[src/rtl/ram_stream_reader_if.sv]
// RAM read port plus output stream bundle for ram_stream_reader.
interface ram_stream_reader_if #(
  parameter int CAddrLen = 8,
  parameter int CDataLen = 16
);
  logic [CAddrLen-1:0] ARamAddrRd;
  logic [CDataLen-1:0] ARamMiso;
  logic [CDataLen-1:0] AStrmData;
  logic                AStrmVld;
  logic                AStrmRdy;

  // Stream handshake: a word moves on a rising AClkH edge with AClkHEn=1 when
  // AStrmVld and AStrmRdy are both high. Once AStrmVld rises, the master keeps
  // AStrmVld high and AStrmData unchanged until that transfer happens;
  // AStrmVld never depends on AStrmRdy.
  modport master (
    output ARamAddrRd,
    input  ARamMiso,
    output AStrmData,
    output AStrmVld,
    input  AStrmRdy
  );

  modport slave (
    input  ARamAddrRd,
    output ARamMiso,
    input  AStrmData,
    input  AStrmVld,
    output AStrmRdy
  );
endinterface

[src/rtl/ram_stream_reader.sv]
// Read-side DMA engine: walks a block of RAM addresses through a RAM with a
// registered read address, buffers returned words in a 3-entry FIFO and
// presents them on a valid/ready stream.
module ram_stream_reader #(
  parameter int CAddrLen = 8,
  parameter int CDataLen = 16
) (
  input  logic                AClkH,
  input  logic                AResetB,
  input  logic                AClkHEn,
  input  logic                AStart,
  input  logic [CAddrLen-1:0] AStartAddr,
  input  logic [CAddrLen:0]   ALen,
  output logic                ABusy,
  output logic                ADone,
  output logic [1:0]          ADbgState,
  ram_stream_reader_if.master Bus
);

  typedef enum logic [1:0] {
    S_IDLE  = 2'd0,
    S_RUN   = 2'd1,
    S_DRAIN = 2'd2,
    S_DONE  = 2'd3
  } state_t;

  localparam logic [CAddrLen-1:0] AddrOne = 1;
  localparam logic [CAddrLen:0]   LenOne  = 1;

  state_t              state_q;
  logic [CAddrLen-1:0] addr_q;
  logic [CAddrLen:0]   remain_q;
  logic                in_flight_q;
  logic                in_flight_d;
  logic                busy_q;
  logic                done_q;

  // FIFO storage and bookkeeping
  logic [CDataLen-1:0] mem_q [3];
  logic [1:0]          wr_ptr_q;
  logic [1:0]          wr_ptr_d;
  logic [1:0]          rd_ptr_q;
  logic [1:0]          rd_ptr_d;
  logic [1:0]          count_q;
  logic [1:0]          count_d;

  logic                vld;
  logic                push;
  logic                pop;
  logic                issue;
  logic [2:0]          occupancy;

  assign vld  = (count_q != 2'd0);
  assign pop  = vld & Bus.AStrmRdy;
  // The word for a read issued last enabled cycle is on ARamMiso now.
  assign push = in_flight_q;

  // Slots already spoken for: buffered words plus the one still in the RAM.
  assign occupancy = {1'b0, count_q} + {2'b00, in_flight_q};

  // Issue only if the returning word is guaranteed a free FIFO slot.
  assign issue       = (state_q == S_RUN) && (remain_q != '0) && (occupancy < 3'd3);
  assign in_flight_d = issue;

  assign Bus.ARamAddrRd = addr_q;
  assign Bus.AStrmVld   = vld;
  assign Bus.AStrmData  = vld ? mem_q[rd_ptr_q] : '0;

  assign ABusy     = busy_q;
  assign ADone     = done_q;
  assign ADbgState = state_q;

  // Next FIFO occupancy and pointer values (simultaneous push/pop keeps count)
  always_comb begin
    count_d  = count_q;
    wr_ptr_d = wr_ptr_q;
    rd_ptr_d = rd_ptr_q;
    if (push && !pop) begin
      count_d = count_q + 2'd1;
    end else if (!push && pop) begin
      count_d = count_q - 2'd1;
    end
    if (push) begin
      wr_ptr_d = (wr_ptr_q == 2'd2) ? 2'd0 : wr_ptr_q + 2'd1;
    end
    if (pop) begin
      rd_ptr_d = (rd_ptr_q == 2'd2) ? 2'd0 : rd_ptr_q + 2'd1;
    end
  end

  // Control FSM: address walk, remaining count, in-flight flag, busy/done flags
  always_ff @(posedge AClkH or negedge AResetB) begin
    if (!AResetB) begin
      state_q     <= S_IDLE;
      addr_q      <= '0;
      remain_q    <= '0;
      in_flight_q <= 1'b0;
      busy_q      <= 1'b0;
      done_q      <= 1'b0;
    end else if (AClkHEn) begin
      in_flight_q <= in_flight_d;
      done_q      <= 1'b0;
      case (state_q)
        S_IDLE: begin
          if (AStart) begin
            addr_q   <= AStartAddr;
            remain_q <= ALen;
            busy_q   <= 1'b1;
            if (ALen == '0) begin
              state_q <= S_DONE;
              done_q  <= 1'b1;
            end else begin
              state_q <= S_RUN;
            end
          end
        end
        S_RUN: begin
          if (issue) begin
            addr_q   <= addr_q + AddrOne;
            remain_q <= remain_q - LenOne;
            if (remain_q == LenOne) begin
              state_q <= S_DRAIN;
            end
          end
        end
        S_DRAIN: begin
          // Leave on the edge where the last word drains, so ADone follows
          // immediately in the next enabled cycle.
          if (!in_flight_d && (count_d == 2'd0)) begin
            state_q <= S_DONE;
            done_q  <= 1'b1;
          end
        end
        S_DONE: begin
          state_q <= S_IDLE;
          busy_q  <= 1'b0;
        end
        default: begin
          state_q <= S_IDLE;
          busy_q  <= 1'b0;
        end
      endcase
    end
  end

  // FIFO: capture returning RAM words, advance pointers and occupancy
  always_ff @(posedge AClkH or negedge AResetB) begin
    if (!AResetB) begin
      count_q  <= 2'd0;
      wr_ptr_q <= 2'd0;
      rd_ptr_q <= 2'd0;
      for (int i = 0; i < 3; i++) begin
        mem_q[i] <= '0;
      end
    end else if (AClkHEn) begin
      count_q  <= count_d;
      wr_ptr_q <= wr_ptr_d;
      rd_ptr_q <= rd_ptr_d;
      if (push) begin
        mem_q[wr_ptr_q] <= Bus.ARamMiso;
      end
    end
  end

endmodule

[src/flat_wrapper.sv]
// flat-port wrapper written by rule: the top's interface ports become plain ports
module ram_stream_reader_flat 
#(
  parameter int CAddrLen = 8,
  parameter int CDataLen = 16
)
  (AClkH, AResetB, AClkHEn, AStart, AStartAddr, ALen, ABusy, ADone, ADbgState, Bus_ARamAddrRd, Bus_ARamMiso, Bus_AStrmData, Bus_AStrmVld, Bus_AStrmRdy);
  ram_stream_reader_if #(.CAddrLen(CAddrLen), .CDataLen(CDataLen)) Bus_i ();
  input  logic AClkH;
  input  logic AResetB;
  input  logic AClkHEn;
  input  logic AStart;
  input  logic [CAddrLen-1:0] AStartAddr;
  input  logic [CAddrLen:0] ALen;
  output logic ABusy;
  output logic ADone;
  output logic [1:0] ADbgState;
  output wire logic [$bits(Bus_i.ARamAddrRd)-1:0] Bus_ARamAddrRd;
  input wire logic [$bits(Bus_i.ARamMiso)-1:0] Bus_ARamMiso;
  output wire logic [$bits(Bus_i.AStrmData)-1:0] Bus_AStrmData;
  output wire logic [$bits(Bus_i.AStrmVld)-1:0] Bus_AStrmVld;
  input wire logic [$bits(Bus_i.AStrmRdy)-1:0] Bus_AStrmRdy;
  assign Bus_ARamAddrRd = Bus_i.ARamAddrRd;
  assign Bus_i.ARamMiso = Bus_ARamMiso;
  assign Bus_AStrmData = Bus_i.AStrmData;
  assign Bus_AStrmVld = Bus_i.AStrmVld;
  assign Bus_i.AStrmRdy = Bus_AStrmRdy;
  ram_stream_reader #(.CAddrLen(CAddrLen), .CDataLen(CDataLen)) u_core (.AClkH(AClkH), .AResetB(AResetB), .AClkHEn(AClkHEn), .AStart(AStart), .AStartAddr(AStartAddr), .ALen(ALen), .ABusy(ABusy), .ADone(ADone), .ADbgState(ADbgState), .Bus(Bus_i));
endmodule
[config.mk]
export PLATFORM = sky130hd
export DESIGN_NAME = ram_stream_reader_flat
export DESIGN_NICKNAME = d
export VERILOG_FILES = /design/src/rtl/ram_stream_reader_if.sv /design/src/rtl/ram_stream_reader.sv /design/src/flat_wrapper.sv
export SDC_FILE = /design/constraint.sdc
export NUM_CORES = 1
export LEC_CHECK = 0
export CAP_MARGIN = 20
export CORE_MARGIN = 10
export CORE_UTILIZATION = 45
export DETAILED_ROUTE_END_ITERATION = 7
export GPL_TIMING_DRIVEN = 0
export HOLD_SLACK_MARGIN = 0.15
export PLACE_DENSITY = 0.73
export SLEW_MARGIN = 20
export SYNTH_ARGS = -nofsm -noshare
export SYNTH_HDL_FRONTEND = slang
export SYNTH_SLANG_ARGS = --single-unit
[constraint.sdc]
create_clock -name AClkH -period 5.86 [get_ports AClkH]
set_input_delay 0.586 -clock AClkH [delete_from_list [all_inputs] [get_ports AClkH]]
set_output_delay 0.586 -clock AClkH [all_outputs]
set_load 0.005 [all_outputs]
; ---- Yosys cells after proc, flatten, opt, wreduce, memory -nomap -nowiden
; Index checks and enable logic that the tools add are counted.
[totals]
register_bits = 76
wordCells = 86
[classes]
addsub = 7
magnitude_cmp = 4
eq_ne = 10
muxes = 29
bitwise = 3
n_reduce_logical = 21
[op_table]
columns = operator, n
row1 = $mux 16, 4
row2 = $bwmux 48, 1
row3 = $bmux 16 s2, 1
row4 = $demux 16 s2, 1
row5 = $mux 2, 9
row6 = $mux 9, 2
row7 = $pmux 9 s2, 1
row8 = $mux 8, 2
row9 = $pmux 8 s2, 1
row10 = $eq 9x1->1 const B, 1
row11 = $logic_not 9->1, 1
row12 = $reduce_bool 9->1, 1
row13 = $sub 9x1->9 const B, 1
row14 = $add 8x1->8 const B, 1
row15 = $eq 2x2->1 const B, 4
row16 = $pmux 2 s4, 1
row17 = $add 2x1->2 const B, 3
row18 = $ge 3x3->1 const B, 2
row19 = $logic_and 1x1->1, 6
row20 = $not 2->3, 2
row21 = $reduce_bool 2->1, 3
row22 = $reduce_and 5->1, 1
row23 = $logic_not 2->1, 2
row24 = $mux 1, 4
row25 = other kinds (13), 19

; ---- Depth between registers and ports, before layout
; Gate-level depths: netlist of the first run.
[depth]
depth_word = 9
depth_mapped = 9
ltp_nobuf = 8

; ---- Least setup slack after synthesis of the first run
; No wires, ideal clock.
[synth_path]
path_kind = register to register
from = reg u_core.count_q[0]
to = reg u_core.state_q[1], in the netlist u_core.ADbgState[1]
setup_ns = 0.079
arrival_ns = 2.041
t_required_ns = 5.781
slack_ns = 3.739
stages_incl_launch_ff = 10
n_path_buf = 1
cell_sequence = dfrtp_1 inv_1 ha_1 buf_6 nand2b_4 and2_4 or4_1 a31o_1 a21oi_2 mux2i_1
[synth_via]
elab_chain_len = 9
elab_cells_between_ends = 18
[synth_lines]
columns = item, line
row1 = from (decl), ram_stream_reader.sv:44  ; logic [1:0] count_q;
row2 = from (signal assigned), ram_stream_reader.sv:156  ; count_q <= count_d;
row3 = branches (longest 8 deep; another with $add 2x1->3), -
row4 = $reduce_and 5->1 (no source line) *, -
row5 = to (signal assigned), ram_stream_reader.sv:130  ; state_q <= S_DONE;
row6 = to (signal assigned), ram_stream_reader.sv:135  ; state_q <= S_IDLE;
row7 = to (signal assigned), ram_stream_reader.sv:139  ; state_q <= S_IDLE;
row8 = to (decl), ram_stream_reader.sv:30  ; state_t state_q;
; Every way passes the cells marked *.
; A chain may end at the register's enable or synchronous reset.

; ---- Worst setup path after layout of the first run
[layout_path]
from = reg u_core.rd_ptr_q[0]
to = out Bus_AStrmData[14]
[layout_via]
elab_chain_len = 5
[layout_lines]
columns = item, line
row1 = from (decl), ram_stream_reader.sv:42  ; logic [1:0] rd_ptr_q;
row2 = from (signal assigned), ram_stream_reader.sv:158  ; rd_ptr_q <= rd_ptr_d;
row3 = $not 2->3 (implied by the code), ram_stream_reader.sv:67  ; assign Bus.AStrmData = vld ? mem_q[rd_ptr_q] : '0;
row4 = $bmux 16 s2, ram_stream_reader.sv:67
row5 = $mux 16 (implied by the code) (2 in series), ram_stream_reader.sv:67
row6 = $mux 16, ram_stream_reader.sv:67
row7 = to (decl), flat_wrapper.sv:20  ; output wire logic [$bits(Bus_i.AStrmData)-1:0] Bus_AStrmData;
; Every way passes these cells. The select of a mux whose other input is x is not followed.

==> results of run 1 <==
-- critical path: cells and delay by family, from the launching register on --
kind                   cells  cell delay, ns
AND/OR/NAND/NOR            2            0.59
AO/OA/AOI/OAI              1            0.15
buffers and inverters      4            1.52
flip-flops                 1            0.32
-- layout make-up --
cell class	count	area, um2
inverters	14	52.55
multi-input cells	260	1886
plain buffers	18	91.34
clock inverters	6	66.31
clock buffers	9	123.9
flip-flops and latches	76	1902
well taps	108	135.1
fillers	761	3651
repair buffers	67	685.7
-- report_power, final --
part / leakage, nW / switching [W] / internal (W)
Sequential: 0.937 / 0.000183 / 0.000772
Combinational: 1.14 / 0.000585 / 0.000680
Clock: 0.0990 / 0.000201 / 0.000195
-- cells by family (layout without fill, tap and decap cells) --
kind of cell	count (synthesis)	count (layout)	synth area share [%]
muxes	71	71	19.67
and+or+nand+nor	107	107	13.24
buffers and inverters	32	114	3.660
xor gates and xnor gates	1	1	0.2228
DFF	76	76	48.38
AOI/OAI and AO/OA	70	70	11.33
adders and majority gates	11	11	3.501
-- metal layers --
metal  track usage (%)  vias to the layer above  share of wire (%)
met3             4.199                        8                6.3
met4             4.061                        0               0.64
li1                  -                     1470                  -
met5                 0                        -                  0
met2             23.83                       80                 48
met1             18.36                     1508                 45
-- synth_stat cells (3+ instances only) --
library cell,n
a21oi_1,27
dfrtp_1,76
o22ai_1,7
o21ai_0,15
nor3_1,4
nand3_1,9
mux2_2,50
nor3b_1,5
and3_1,8
nand2_1,15
mux2i_1,21
inv_1,14
ha_1,11
o221a_2,4
clkbuf_1,7
nor2b_1,3
buf_2,7
nor2_1,50
-- timing repair --
action / in CTS / in global routing
buffers inserted: 0 / 0
hold buffers: 1 / 0
endpoints found under the hold margin: 17 / 0
gates resized for setup: 0 / 0
setup endpoints to repair: 0 / 0
-- flip-flops by register name, indices dropped and copies added, names as in the netlist --
| signal | flops |
|---|---|
| u_core.in_flight_q | 1 |
| u_core.count_q | 2 |
| u_core.ADbgState | 2 |
| u_core.ABusy | 1 |
| u_core.rd_ptr_q | 2 |
| u_core.Bus.ARamAddrRd | 8 |
| u_core.wr_ptr_q | 2 |
| u_core.ADone | 1 |
| u_core.mem_q | 48 |
| u_core.remain_q | 9 |
-- worst max path at each step --
stage / startpoint / endpoint / slack, ns / cells past startpoint
after floorplan: u_core.count_q[0] / u_core.ADbgState[1] / 3.74 / 9
after global placement: AResetB / u_core.mem_q[18] / 1.56 / 1
after detailed placement: u_core.rd_ptr_q[0] / Bus_AStrmData[14] / 2.68 / 7
after CTS: u_core.rd_ptr_q[0] / Bus_AStrmData[14] / 2.30 / 7
after global routing: u_core.rd_ptr_q[0] / Bus_AStrmData[7] / 2.13 / 7
final: u_core.rd_ptr_q[0] / Bus_AStrmData[14] / 2.36 / 7
-- per-stage QoR --
stage	total power, W	setup WS [ns]
finish	0.002617	2.357
global route	0.002828	2.127
CTS	0.002639	2.296
detailed placement	0.002235	2.682
global placement	0.002175	1.559
floorplan	0.001727	3.739
==> flow_summary.json, run 1 <==
{
  "status": "completed",
  "fmax_ghz": 0.2855,
  "synth_seq_cells": 76,
  "num_rows": 34,
  "post_drt_wl_per_cell_um": 17.05,
  "ys.flop_type": "dfrtp_1",
  "root_buffer": "clkbuf_8",
  "fin_crit_sh_pct": 59.78,
  "start_kind": "flop",
  "ys_top_cells_by_area": "dfrtp_1 48%, mux2_2 14%, mux2i_1 5.3%",
  "drv_slew": 0,
  "syn-mean-instance-area_um2": 10.68,
  "grt_max_degree": 60,
  "power.density_nw_per_um2": 529.5,
  "yosys.area.top_type": "dfrtp_1",
  "cp_cell_sequence": "clkbuf_1, inv_1, nor2_1, clkbuf_1, a21oi_1, nor2_1, clkdlybuf4s50_1",
  "hold_path.class": "primary input to flop",
  "io-pin-count": 67,
  "cp_data_required_time_ns": 5.27,
  "r2r-end": "u_core.remain_q[6]",
  "synth_nets": 417,
  "max_stage_delay_ns": 0.52,
  "regToRegSetupSlack_ns": 3.48,
  "die-area_um2": 12870,
  "drtPass1Iterations": 5,
  "place.gp.congestion": 0.7749,
  "num_vias": 3066,
  "clock-sinks": 76,
  "wl_um": 9512,
  "synthCells": 368,
  "dp_cells": 542,
  "finalInstanceArea_um2": 4942,
  "reg2reg_depth": 9,
  "cp.arrival_ns": 2.92,
  "vdd_drop_max_mv": 0.2403,
  "numCtsBuffers": 9,
  "ctsLongestPathBuffers": 2,
  "final_cell_mix": "76 x dfrtp_1, 64 x clkdlybuf4s50_1, 50 x nor2_1, 50 x mux2_2, 27 x a21oi_1",
  "holdWs_ns": 0.4915,
  "tightest_slew_ns": 0.7481,
  "hold_end": "u_core.ADone",
  "placed_area_um2": 4742,
  "worstSetupPathType": "flop to output port",
  "ant_nets": 0,
  "io_buffers": 65,
  "die_h_um": 113.5,
  "dp_hpwl_um": 6764,
  "synthDominantCellAreaShare_pct": 48.38,
  "grt_first_pass_wirelength_um": 15770,
  "netlist_area_um2": 3931,
  "min_period_ns": 3.503,
  "remaining_drc_errors": 0,
  "final_common_cell": "dfrtp_1",
  "grt_setup_unrepaired": "false",
  "r2r-start": "u_core.ADbgState[0]",
  "clk_pin_slew_ns": 0.08,
  "power_leakage_nw": 2.180,
  "hp-start": "AClkHEn",
  "core_area_um2": 8593,
  "maxSlewHeadroom_pct": 49.86,
  "finalHoldViolations": 0,
  "min_path_cells": 2,
  "critPathSlowestCell": "clkdlybuf4s50_1",
  "htree_levels": 3,
  "antenna_found_initial": 0,
  "ys_seq_area_share_pct": 48.38,
  "finClkSkew_ns": 0.007213,
  "layout.nets": 495,
  "final_util_pct": 57.51,
  "diodes": 0,
  "insertion_delay_ns": 0.34,
  "grt_pass1_vias": 3188,
  "die_x_um": 113.5,
  "final_cells": 558,
  "cts_tree": "done",
  "crit_path_end_kind": "output port",
  "finalSetupTns_ns": 0,
  "synth_warnings": 0,
  "grt_util_all_layers_pct": 14.59,
  "area.growth.synth_to_final_pct": 25.72,
  "drive_gt1_share_pct": 19.33,
  "grt-ovfl-total": 0,
  "synth.distinct_cells": 47,
  "synth_edf_count": 0,
  "cp_max_fo": 10,
  "via_per_inst": 5.495,
  "drv_cap": 0,
  "finalSetupViolCount": 0,
  "async_reset_ff_share_pct": 100.0,
  "drt_iter0_drc": 129,
  "initial_core_util_pct": 45.75
}
(Power assumes the default switching activity.)
==> inputs of run 2 (changes only) <==
- PLACE_DENSITY: 0.73 -> 0.76
- clock period: 5.86 -> 2.82 ns (I/O delays scaled with it)
==> run 2 against run 1 <==
Net effect: sequential power increased by 110%; combinational power increased by 100%; wire length decreased by 3.5%; count of clock-buffer cells in the layout unchanged; die area unchanged; flip-flop and latch count unchanged; global-route usage decreased by 0.15 points; via count decreased by 1.9%; design area decreased by 0.13%; critical path depth decreased by 1; clock power increased by 100%; register-to-register slack got worse by 3.0 ns; critical endpoint is now Bus_AStrmData[12]; largest cell class unchanged; highest routed layer unchanged.
==> flow_summary.json, run 2 (synthesized netlist as in run 1, its figures left out) <==
{
  "final_common_cell": "dfrtp_1",
  "drt_iter0_drc": 131,
  "clk_pin_slew_ns": 0.09,
  "status": "completed",
  "cts_tree": "done",
  "finalSetupViolCount": 0,
  "cp_cell_sequence": "inv_1, nor2_4, clkbuf_2, a21oi_1, nor2_1, clkdlybuf4s50_1",
  "seqPwrFrac_pct": 37.2,
  "grt_setup_unrepaired": "false",
  "numCtsBuffers": 9,
  "min_period_ns": 2.624,
  "r2r-start": "u_core.ADbgState[0]",
  "p_int_w": 0.003353,
  "final_cell_mix": "75 x dfrtp_1, 64 x clkdlybuf4s50_1, 50 x mux2_2",
  "finalInstanceArea_um2": 4936,
  "power_leakage_nw": 2.170,
  "initial_core_util_pct": 45.75,
  "ant_nets": 0,
  "htree_levels": 3,
  "maxSlewHeadroom_pct": 52.27,
  "drv_slew": 0,
  "hold_path.class": "primary input to flop",
  "via_per_inst": 5.399,
  "die-area_um2": 12870,
  "num_rows": 34,
  "remaining_drc_errors": 0,
  "placed_area_um2": 4742,
  "fillerInstances": 734,
  "regMostFlops": "u_core.mem_q",
  "reg2reg_depth": 9,
  "vdd_drop_max_mv": 0.5972,
  "tightest_slew_ns": 0.7120,
  "finalHoldViolations": 0,
  "insertion_delay_ns": 0.35,
  "setup_ws_ns": 0.1960,
  "crit_start": "u_core.rd_ptr_q[0]",
  "regToRegSetupSlack_ns": 0.44,
  "critPathTopFamily": "buffers and inverters",
  "post_cts_buffers": 0,
  "holdWs_ns": 0.1658,
  "antenna_found_initial": 0,
  "endpoint": "Bus_AStrmData[12]",
  "dp_hpwl_um": 6522,
  "worstSetupPathType": "flop to output port",
  "fmax_ghz": 0.3811,
  "crit_path_end_kind": "output port",
  "cp_data_required_time_ns": 2.54,
  "grt_max_degree": 53,
  "r2r-end": "u_core.remain_q[6]",
  "swShare_pct": 37.81,
  "finClkSkew_ns": 0.01167,
  "final_util_pct": 57.44,
  "die_h_um": 113.5,
  "layout.nets": 493,
  "critPathBufInv": 3,
  "dp_cells": 542,
  "io_buffers": 65,
  "start_kind": "flop",
  "root_buffer": "clkbuf_8",
  "clock_power_share_pct": 14.8,
  "grt_first_pass_wirelength_um": 15440,
  "io-pin-count": 67,
  "cp.arrival_ns": 2.34,
  "area.growth.synth_to_final_pct": 25.56,
  "place.gp.congestion": 0.7591,
  "num_vias": 3007,
  "drtPass1Iterations": 4,
  "max_stage_delay_ns": 0.55,
  "largest_reg_flops": 48,
  "fin_crit_sh_pct": 93.05,
  "post_drt_wl_per_cell_um": 16.48,
  "final_cells": 557,
  "grt_util_all_layers_pct": 14.44,
  "clock-sinks": 76,
  "drv_cap": 0,
  "critPathSlowestCell": "clkdlybuf4s50_1",
  "core_area_um2": 8593,
  "cp_max_fo": 10,
  "diodes": 0,
  "cp.depth": 6,
  "post-place-ws_ns": -0.1317,
  "drive_gt1_share_pct": 20.27,
  "wl_um": 9182,
  "grt_pass1_vias": 3206,
  "grt-ovfl-total": 0,
  "pwr-share-comb_pct": 48.0,
  "ctsLongestPathBuffers": 2,
  "power.density_nw_per_um2": 1092,
  "die_x_um": 113.5,
  "p_sw_w": 0.002038
}
## run 2: through the flow
stage,setup TNS (ns),total power (W)
floorplan,0,0.003589
global placement,-90.30,0.004514
detailed placement,-0.3497,0.004621
CTS,0,0.005444
global route,0,0.005843
finish,0,0.005391
## run 2: cell type report
type | instances | area, um2 | share of cell area (%)
flip-flops and latches | 76 | 1903 | 38.56
multi-input cells | 260 | 1893 | 38.35
repair buffers | 67 | 685.7 | 13.89
well taps | 108 | 135.1 | 2.738
clock buffers | 9 | 123.9 | 2.510
plain buffers | 16 | 85.08 | 1.724
clock inverters | 7 | 57.56 | 1.166
inverters | 14 | 52.55 | 1.065
## run 2: how the worst min path moves through the flow
stage	start	endpoint	slack [ns]	cells past startpoint
floorplan	AResetB	u_core.ABusy	-0.01	0
global placement	u_core.mem_q[7]	u_core.mem_q[7]	0.49	1
detailed placement	AResetB	u_core.Bus.ARamAddrRd[0]	0.23	1
CTS	AClkHEn	u_core.ADone	0.16	2
global route	AClkHEn	u_core.ADone	0.19	2
finish	AClkHEn	u_core.ADone	0.17	2
## run 2: metal layers
layer	wire length, um	GRT usage [%]	vias up
li1	-	-	1471
met1	4262	17.70	1463
met2	4332	23.67	65
met3	514	4.199	8
met4	71	4.992	0
met5	0	0	-
## run 2: power by group through the flow
| stage | Combinational (W) | Clock [W] | Sequential (W) |
|---|---|---|---|
| final | 0.00259 | 0.000797 | 0.00200 |
| after global routing | 0.00291 | 0.000856 | 0.00207 |
| after CTS | 0.00263 | 0.000820 | 0.00200 |
| after detailed placement | 0.00264 | 0 | 0.00199 |
| after global placement | 0.00256 | 0 | 0.00196 |
| after floorplan | 0.00168 | 0 | 0.00191 |
## run 2: timing repair
action                                  in CTS  in global routing
hold buffers                                 1                  0
pin swaps                                    0                  0
gates resized for setup                      3                  1
hold endpoints to repair                    24                  0
endpoints found under the setup margin      10                  1
gates cloned                                 0                  0
